### config.mk
export PLATFORM = sky130hd
export DESIGN_NAME = logic_unit_pipe
export DESIGN_NICKNAME = d
export VERILOG_FILES = /design/src/rtl/logic_unit_pipe.sv
export SDC_FILE = /design/constraint.sdc
export NUM_CORES = 1
export LEC_CHECK = 0
export ABC_AREA = 1
export CORE_MARGIN = 5
export CORE_UTILIZATION = 53
export DETAILED_ROUTE_END_ITERATION = 10
export PLACE_DENSITY = 0.81
export SLEW_MARGIN = 15
export SYNTH_ARGS = -nofsm -noshare
export SYNTH_HDL_FRONTEND = slang
export SYNTH_SLANG_ARGS = --single-unit
### constraint.sdc
create_clock -name clock -period 1.8 [get_ports clock]
set_input_delay 0.27 -clock clock [delete_from_list [all_inputs] [get_ports clock]]
set_output_delay 0.27 -clock clock [all_outputs]
set_load 0.005 [all_outputs]
### src/rtl/logic_unit_pipe.sv
// logic_unit_pipe: two-stage pipelined bitwise logic unit (AND/OR/XOR/NOR)
// with valid/ready handshakes on both sides, a pass-through sideband tag
// and a saturating count of completed output handshakes.
// Optional feature macro: LOGIC_FLAGS_EN (adds registered zero/parity flags).
module logic_unit_pipe #(
  parameter int WIDTH = 32,
  parameter int TAG_W = 5,
  parameter int CNT_W = 16
) (
  input  logic             clock,
  input  logic             reset_n,
  input  logic             in_valid,
  output logic             in_ready,
  input  logic [WIDTH-1:0] in_a,
  input  logic [WIDTH-1:0] in_b,
  input  logic [1:0]       in_op,
  input  logic [TAG_W-1:0] in_tag,
  output logic             out_valid,
  input  logic             out_ready,
  output logic [WIDTH-1:0] out_data,
  output logic [TAG_W-1:0] out_tag,
  output logic             out_zero,
  output logic             out_parity,
  input  logic             cnt_clr,
  output logic [CNT_W-1:0] op_count
);

  localparam logic [1:0] OP_AND = 2'b00;
  localparam logic [1:0] OP_OR  = 2'b01;
  localparam logic [1:0] OP_XOR = 2'b10;

  // Stage 1: captured operands
  logic             r_s1_valid;
  logic [WIDTH-1:0] r_s1_a;
  logic [WIDTH-1:0] r_s1_b;
  logic [1:0]       r_s1_op;
  logic [TAG_W-1:0] r_s1_tag;

  // Stage 2: registered result
  logic             r_s2_valid;
  logic [WIDTH-1:0] r_s2_data;
  logic [TAG_W-1:0] r_s2_tag;

  logic [CNT_W-1:0] r_count;

  logic             w_s2_ready;
  logic             w_s1_load;
  logic             w_s1_adv;
  logic             w_out_fire;
  logic [WIDTH-1:0] w_result;

  // Ready chain: a stage can take data when empty or when it is emptying this cycle
  assign w_s2_ready = !r_s2_valid || out_ready;
  assign in_ready   = !r_s1_valid || w_s2_ready;
  assign w_s1_load  = in_valid && in_ready;
  assign w_s1_adv   = r_s1_valid && w_s2_ready;
  assign w_out_fire = r_s2_valid && out_ready;

  // Bitwise operation on the stage-1 operands; NOR covers the full width
  always_comb begin
    w_result = '0;
    case (r_s1_op)
      OP_AND:  w_result = r_s1_a & r_s1_b;
      OP_OR:   w_result = r_s1_a | r_s1_b;
      OP_XOR:  w_result = r_s1_a ^ r_s1_b;
      default: w_result = ~(r_s1_a | r_s1_b);
    endcase
  end

  // Stage 1 valid: set on accept, cleared when the beat moves on with no replacement
  always_ff @(posedge clock or negedge reset_n) begin
    if (!reset_n) begin
      r_s1_valid <= 1'b0;
    end else if (w_s1_load) begin
      r_s1_valid <= 1'b1;
    end else if (w_s1_adv) begin
      r_s1_valid <= 1'b0;
    end
  end

  // Stage 1 payload capture on input handshake
  always_ff @(posedge clock or negedge reset_n) begin
    if (!reset_n) begin
      r_s1_a   <= '0;
      r_s1_b   <= '0;
      r_s1_op  <= '0;
      r_s1_tag <= '0;
    end else if (w_s1_load) begin
      r_s1_a   <= in_a;
      r_s1_b   <= in_b;
      r_s1_op  <= in_op;
      r_s1_tag <= in_tag;
    end
  end

  // Stage 2 valid follows stage 1 whenever stage 2 is free to update
  always_ff @(posedge clock or negedge reset_n) begin
    if (!reset_n) begin
      r_s2_valid <= 1'b0;
    end else if (w_s2_ready) begin
      r_s2_valid <= r_s1_valid;
    end
  end

  // Stage 2 payload: loads only when a beat advances, so it holds under backpressure
  always_ff @(posedge clock or negedge reset_n) begin
    if (!reset_n) begin
      r_s2_data <= '0;
      r_s2_tag  <= '0;
    end else if (w_s1_adv) begin
      r_s2_data <= w_result;
      r_s2_tag  <= r_s1_tag;
    end
  end

`ifdef LOGIC_FLAGS_EN
  logic r_s2_zero;
  logic r_s2_parity;

  // Result flags registered alongside the stage-2 data
  always_ff @(posedge clock or negedge reset_n) begin
    if (!reset_n) begin
      r_s2_zero   <= 1'b0;
      r_s2_parity <= 1'b0;
    end else if (w_s1_adv) begin
      r_s2_zero   <= (w_result == '0);
      r_s2_parity <= ^w_result;
    end
  end

  assign out_zero   = r_s2_zero;
  assign out_parity = r_s2_parity;
`else
  assign out_zero   = 1'b0;
  assign out_parity = 1'b0;
`endif

  // Completed-operation counter: clear wins, otherwise saturating increment
  always_ff @(posedge clock or negedge reset_n) begin
    if (!reset_n) begin
      r_count <= '0;
    end else if (cnt_clr) begin
      r_count <= '0;
    end else if (w_out_fire && (r_count != {CNT_W{1'b1}})) begin
      r_count <= r_count + 1'b1;
    end
  end

  assign out_valid = r_s2_valid;
  assign out_data  = r_s2_data;
  assign out_tag   = r_s2_tag;
  assign op_count  = r_count;

endmodule

; ---- Yosys cells after proc, flatten, opt, wreduce, memory -nomap -nowiden
; Cells that the tools add are included.
[totals]
reg_bits = 126
input_bits = 76
out_inout_bits = 57
elab_cells = 33
[classes]
addsub = 1
eq_ne = 3
mux = 5
bitwise_logic = 4
n_reduce_logical = 11
[ops]
columns = op, count
row1 = $pmux W32 S3, 1
row2 = $and A32 B32 Y32, 1
row3 = $mux W16, 2
row4 = $not A32 Y32, 1
row5 = $or A32 B32 Y32, 1
row6 = $xor A32 B32 Y32, 1
row7 = $add A16 B1 Y16 const B, 1
row8 = $ne A16 B16 Y1 const B, 1
row9 = $logic_and A1 B1 Y1, 4
row10 = $reduce_bool A2 Y1, 2
row11 = $eq A2 B1 Y1 const B, 1
row12 = $eq A2 B2 Y1 const B, 1
row13 = $logic_not A1 Y1, 2
row14 = $logic_not A2 Y1, 1
row15 = $logic_or A1 B1 Y1, 2
row16 = $mux W1, 2

; ---- Longest topological paths before layout
; Gate-level depths: netlist of the first run.
[depth]
ltp_word = 5
mapped_depth = 10
depth_no_buf = 10

; ---- Worst setup path before layout of the first run
; OpenSTA, ideal clock, no wires.
[synth_path]
kind = reg2reg
startpoint = register r_count[0] (netlist: op_count[0])
endpoint = register r_count[2] (netlist: op_count[2])
setup_time_ns = 0.117
t_arrival_ns = 1.413
required_time_ns = 1.683
slack_ns = 0.269
path_stages_with_launch = 11
path_buffers = 1
synth_period_minus_slack_ns = 1.531
path_cell_list = dfrtp_1 > ha_1 > nand2_1 > nor2_2 > nand2_2 > nor2_4 > nor2_4 > nor2_8 > buf_6 > nand2_1 > nand2_1
[synth_via]
elab_chain_cells = 3
elab_cells_between_ends = 6
classes_between = 1 x add/sub / 1 x eq/ne / 2 x mux / 2 x reduce/logical
[synth_rtl]
columns = item, line
row1 = "start, declared", 44  ; logic [CNT_W-1:0] r_count;
row2 = "start signal, assigned", 145  ; r_count <= r_count + 1'b1;
row3 = $add A16 B1 Y16 / $ne A16 B16 Y1 (equally long branches), "145, 144"
row4 = $mux W16 / $logic_and A1 B1 Y1 (equally long branches), 144  ; end else if (w_out_fire && (r_count != {CNT_W{1'b1}})) begin
row5 = $mux W16 / $reduce_bool A2 Y1 (equally long branches), -
; Several ways; a longest one is shown, not always the timed one. The select of a mux whose other input is x is not followed.
; A chain may end at the register's enable or synchronous reset.

; ---- Worst setup path in the final report of the first run
[layout_path]
startpoint = register r_count[11] (netlist: op_count[11])
endpoint = output op_count[11]
[layout_lines]
columns = item, line
row1 = "end, declared", 25  ; output logic [CNT_W-1:0] op_count
; No word-level cell between the ends.

==> impl_metrics.py, run 1 <==
metrics = {
    "status": {
        "status": "complete, no violations",
    },
    "timing": {
        "slew_violations": 0,
        "slew_headroom_pct": 46.0,
        "worst_slew_pin_slew_ns": 0.809,
        "holdWs_ns": 0.365,
        "rsz0062_at_grt": "false",
        "final.setup_skew_ns": 0.00525,
        "finalHoldViolCount": 0,
        "fin_tns_setup_ns": 0,
        "timing.fmax_ghz": 0.580,
        "fin_crit_ns": 1.72,
        "fin_crit_sh_pct": 95.8,
        "setup-violations-final": 0,
    },
    "power_and_ir_drop": {
        "swShare_pct": 28.7,
        "seqPwrFrac_pct": 37.7,
        "powerDensity_nw_per_um2": 1090,
        "p_leak_nw": 4.52,
        "p_int_mw": 7.06,
        "p_comb_share_pct": 27.5,
        "power_mw": 9.91,
        "p_clk_share_pct": 34.8,
        "peakVddDrop_uv": 700,
        "power.switching_mw": 2.85,
    },
    "worst_setup_path": {
        "cp_cell_sequence": "clkdlybuf4s50_1",
        "regToRegStartpoint": "op_count[1]",
        "critPathSlowestCell": "clkdlybuf4s50_1",
        "critPathLaunchType": "register",
        "crit_family": "buffers and inverters",
        "arrival_ns": 1.45,
        "worst-setup-path-type": "register to primary output",
        "crit_path_end_kind": "primary output",
        "worst-endpoint-required_ns": 1.53,
        "r2r_end": "op_count[11]",
        "cp_slowest_stage_delay_ns": 0.56,
        "worst-r2r-cell-count": 8,
        "path_max_fanout": 7,
        "r2r_setup_slack_ns": 0.13,
        "crit_buf_inv": 1,
    },
    "cts": {
        "cts.clk_slew.worst_paths_ns": 0.05,
        "cts_root_buffer": "clkbuf_16",
        "post_cts_buffers": 0,
        "clk_latency_ns": 0.41,
        "cts.sinks": 126,
        "htreeDepth": 4,
        "cts_tree": "done",
        "clockBufferDepth": 2,
        "numCtsBuffers": 17,
    },
    "floorplan": {
        "core_area_um2": 12700,
        "io_pins": 133,
        "rows": 41,
        "dieArea_um2": 15300,
        "initial_core_util_pct": 54.1,
        "die_w_um": 124,
        "die_h_um": 124,
    },
    "detailed_routing": {
        "routedWlPerCell_um": 13.8,
        "routed_wl_mm": 16.2,
        "via_per_inst": 5.03,
        "drt_iter0_drc": 373,
        "ant_nets": 0,
        "via_count": 5936,
        "route.detailed.drc": 0,
        "first_pass_iters": 4,
    },
    "global_routing": {
        "grt_start_max_net_pins": 48,
        "grtUsageMet3_pct": 5.13,
        "gr-usage-met2_pct": 36.8,
        "grt_busiest_layer": "met2",
        "met1_usage_pct": 28.3,
        "overflow": 0,
        "grt_pass1_wl_mm": 26.7,
        "grt_pass1_vias": 5819,
        "grt_usage_pct": 22.3,
        "antenna_found_initial": 0,
    },
    "yosys": {
        "synthDistinctLibCells": 24,
        "ys_ff_latch": 126,
        "yosys.area.top_type": "dfrtp_1",
        "synth_top_area_share_pct": 46.0,
        "synth_area_leaders": "dfrtp_1 (46%), nand2_1 (12%), ha_1 (12%), a21oi_1 (6.6%), nor2_1 (6.1%)",
        "ys_seq_area_share_pct": 46.0,
        "netlist_area_um2": 6850,
        "syn_area_per_cell_um2": 7.97,
        "yosysWarningCount": 0,
        "synthCells": 860,
    },
    "layout": {
        "syn_to_final_growth_pct": 32.7,
        "diodes": 0,
        "fill_cells": 978,
        "fin_area_um2": 9090,
        "nNetsFinal": 1136,
        "drive_above_1_share_pct": 6.45,
        "stdcell_count": 1180,
    },
    "placed_design": {
        "dp_hpwl_mm": 11.4,
        "dp_cells": 1147,
        "placed_area_um2": 8470,
        "port_buffers": 130,
        "gp_congestion": 0.827,
    },
    "flow_run": {
        "maxCapViolCount": 0,
    },
    "worst_hold_path": {
        "min_path_type": "primary input to asynchronous set/reset pin",
    },
}
## placed cells by master, fill, tap and decap left out, types with 12 or more instances in the layout
cell type and n:
a21oi_1 91, o2111ai_1 12, o21ai_0 26, ha_1 65
inv_1 110, dfrtp_1 126, clkbuf_16 17, nand2_1 219
nand3_1 34, clkdlybuf4s50_1 129, nor2_1 108, buf_4 17
## kinds of logic after synthesis
family	synth area share, %
flops	46.0
buf+inv	8.64
fa+ha+maj	11.9
simple gates	22.6
compound gates	10.1
xor+xnor	0.767
other cells	0.0547
## synthesized netlist by cell type (all sizes together)
library cell,n
a21oi,91
buf,16
clkbuf,23
clkinv,1
conb,1
dfrtp,126
ha,65
inv,110
nand2,222
nand3,35
nand3b,2
nand4,6
nor2,116
nor3,2
o2111ai,12
o21ai,26
xor2,6
## power groups by stage
stage	sequential [mW]	combinational [mW]	clock, mW
3_3_place_gp	3.75	2.63	0
6_report	3.73	2.72	3.45
4_1_cts	3.73	2.77	3.51
3_5_place_dp	3.77	2.73	0
2_1_floorplan	3.75	1.31	0
5_1_grt	3.80	3.08	3.62
## registers in the layout (all words and copies together) (netlist names)
| signal | cells |
|---|---|
| out_valid | 1 |
| op_count | 16 |
| out_data | 32 |
| r_s1_op | 2 |
| r_s1_valid | 1 |
| out_tag | 5 |
| r_s1_a | 32 |
| r_s1_b | 32 |
| r_s1_tag | 5 |
## worst max path at each step
stage                            start      endpoint  depth (start not counted)
final                     op_count[11]  op_count[11]                          1
after global routing      op_count[11]  op_count[11]                          1
after CTS                    out_valid      in_ready                          2
after detailed placement     out_ready     r_s1_a[7]                          8
after global placement       out_ready      in_ready                          4
after floorplan            op_count[0]   op_count[2]                         10
## area by class of cell
type	count	area [µm²]	area share (%)
repair buffers	154	1570	17.3
multi-input cells	585	3130	34.4
well taps	172	215	2.37
inverters	111	417	4.58
clock buffers	27	533	5.86
clock inverters	5	75.1	0.826
flip-flops and latches	126	3150	34.7
## per-layer routing
| metal | wire, µm | share of wire, % |
|---|---|---|
| met5 | 0 | 0 |
| met4 | 323 | 2.0 |
| met3 | 934 | 5.8 |
| met2 | 7900 | 49 |
| met1 | 7080 | 44 |
## metrics by stage
| stage | util, % | setup WS [ns] |
|---|---|---|
| after global routing | 71.8 | 0.00893 |
| after detailed placement | 66.9 | 0.00398 |
| after global placement | 66.9 | 0.0933 |
| final | 71.8 | 0.0750 |
| after floorplan | - | 0.269 |
| after CTS | 71.7 | 0.00479 |
## worst register-to-register path: cells and delay by family, from the launching register on
family	cells	cell delay [ns]
AND/OR/NAND/NOR	7	0.97
flip-flops	1	0.40
adder cells (fa/ha/maj)	1	0.23
## timing repair
item	4_1_cts	5_1_grt
resized for setup	0	1
hold buffers	1	0
hold endpoints to repair	23	0
setup endpoints to repair	0	1
Power figures use the tool's default switching activity.
==> run 2, diff against run 1 <==
--- a/config.mk
+++ b/config.mk
@@ -6,6 +6,7 @@
 export NUM_CORES = 1
 export LEC_CHECK = 0
 export ABC_AREA = 1
+export CORE_ASPECT_RATIO = 1.25
 export CORE_MARGIN = 5
 export CORE_UTILIZATION = 53
 export DETAILED_ROUTE_END_ITERATION = 10
==> run 2 against run 1 <==
Net effect: final cell count barely moved; register-to-register slack improved by 0.05 ns; total power rose by 2.2%; hold slack improved by 0.0096 ns; combinational power barely moved; setup slack got worse by 0.0020 ns; flip-flop and latch count did not move; design area rose by 0.74%; sequential share of layout area fell by 0.26 points; critical path type unchanged; critical endpoint is now in_ready; largest cell class unchanged.
==> impl_metrics.py, run 2 (synthesized netlist as in run 1, its figures left out) <==
metrics = {
    "floorplan": {
        "die_w_um": 112,
        "io_pins": 133,
        "die_h_um": 137,
        "core_area_um2": 12700,
        "rows": 46,
        "dieArea_um2": 15300,
        "initial_core_util_pct": 54.1,
    },
    "global_routing": {
        "overflow": 0,
        "grt_pass1_vias": 6187,
        "grt_usage_pct": 22.7,
        "antenna_found_initial": 0,
        "grt_pass1_wl_mm": 28.0,
        "grt_start_max_net_pins": 51,
    },
    "worst_setup_path": {
        "crit_buf_inv": 1,
        "worst-endpoint-required_ns": 1.53,
        "arrival_ns": 1.46,
        "cp_slowest_stage_delay_ns": 0.51,
        "worst-setup-path-type": "register to primary output",
        "r2r_end": "op_count[13]",
        "crit_family": "buffers and inverters",
        "r2r_setup_slack_ns": 0.18,
        "endpoint": "in_ready",
        "regToRegStartpoint": "op_count[5]",
        "crit_start": "out_valid",
        "critPathSlowestCell": "clkdlybuf4s50_1",
        "path_max_fanout": 4,
        "critPathLaunchType": "register",
        "crit_path_end_kind": "primary output",
        "crit_cells": 2,
        "worst-r2r-cell-count": 8,
        "cp_cell_sequence": "nand3_2 > clkdlybuf4s50_1",
    },
    "placed_design": {
        "port_buffers": 130,
        "dp_hpwl_mm": 11.8,
        "pre_cts_slack_ns": 0.0120,
        "gp_congestion": 0.890,
        "placed_area_um2": 8500,
    },
    "layout": {
        "syn_to_final_growth_pct": 33.7,
        "diodes": 0,
        "final_cell_mix": "nand2_1 (219), clkdlybuf4s50_1 (129), dfrtp_1 (126), inv_1 (110), nor2_1 (109)",
        "fin_area_um2": 9160,
        "drive_above_1_share_pct": 7.01,
        "nNetsFinal": 1142,
        "layout_commonest_cell": "nand2_1",
        "fin_util_pct": 72.4,
    },
    "detailed_routing": {
        "ant_nets": 0,
        "routed_wl_mm": 16.7,
        "routedWlPerCell_um": 14.1,
        "first_pass_iters": 4,
        "via_count": 5974,
        "drt_iter0_drc": 265,
        "via_per_inst": 5.06,
        "route.detailed.drc": 0,
    },
    "cts": {
        "clockBufferDepth": 2,
        "htreeDepth": 4,
        "cts_tree": "done",
        "clk_latency_ns": 0.41,
        "cts.clk_slew.worst_paths_ns": 0.06,
        "cts_root_buffer": "clkbuf_16",
        "numCtsBuffers": 17,
        "cts.sinks": 126,
    },
    "flow_run": {
        "maxCapViolCount": 0,
    },
    "timing": {
        "slew_violations": 0,
        "fin_crit_ns": 1.73,
        "setup-violations-final": 0,
        "worst_slew_pin_slew_ns": 0.784,
        "fin_crit_sh_pct": 95.9,
        "slew_headroom_pct": 47.7,
        "rsz0062_at_grt": "false",
        "final.setup_skew_ns": 0.00917,
        "setup_ws_ns": 0.0730,
        "timing.fmax_ghz": 0.579,
        "finalHoldViolCount": 0,
        "fin_tns_setup_ns": 0,
    },
    "power_and_ir_drop": {
        "peakVddDrop_uv": 741,
        "powerDensity_nw_per_um2": 1110,
        "p_leak_nw": 4.54,
    },
    "worst_hold_path": {
        "min_path_type": "primary input to asynchronous set/reset pin",
    },
    "status": {
        "status": "complete, no violations",
    },
}
-- run 2: metrics by stage --
stage	power [mW]	hold WS [ns]	cells
after global routing	10.7	0.420	1181
after global placement	6.40	0.278	1148
after detailed placement	6.51	0.277	1148
after CTS	10.2	0.387	1180
final	10.1	0.375	1181
after floorplan	5.06	-0.0256	861
-- run 2: what timing repair did --
item                                    CTS  global route
hold endpoints to repair                 33             0
gates resized for setup                   2             0
pin swaps                                 0             0
setup buffers                             0             1
endpoints found under the setup margin    3             1
hold buffers                              1             0
-- run 2: worst min-delay path by stage --
stage	startpoint	endpoint	slack, ns	cells past startpoint
after global routing	in_tag[4]	r_s1_tag[4]	0.42	3
after global placement	reset_n	op_count[3]	0.28	1
after floorplan	reset_n	op_count[0]	-0.03	0
after CTS	reset_n	out_data[28]	0.39	2
after detailed placement	reset_n	out_data[28]	0.28	1
final	reset_n	out_data[28]	0.37	2
-- run 2: metal layers --
metal | share of wire [%] | GRT usage (%) | vias to the layer above
met2 | 52 | 41.1 | 162
met3 | 6.1 | 5.66 | 24
li1 | - | - | 2985
met5 | 0 | 0 | -
met1 | 40 | 25.8 | 2803
met4 | 1.5 | 8.59 | 0
-- run 2: report_power, final --
part           internal, mW  switching, mW  leakage, nW
Clock                  2.42           1.22        0.295
Combinational          1.37           1.35         2.76
Sequential             3.40          0.358         1.49
Total                  7.20           2.93         4.54
-- run 2: area by class of cell --
class | count | area (µm²)
fillers | 922 | 3500
flip-flops and latches | 126 | 3150
multi-input cells | 585 | 3130
repair buffers | 160 | 1610
clock buffers | 22 | 474
inverters | 111 | 417
well taps | 168 | 210
clock inverters | 9 | 159
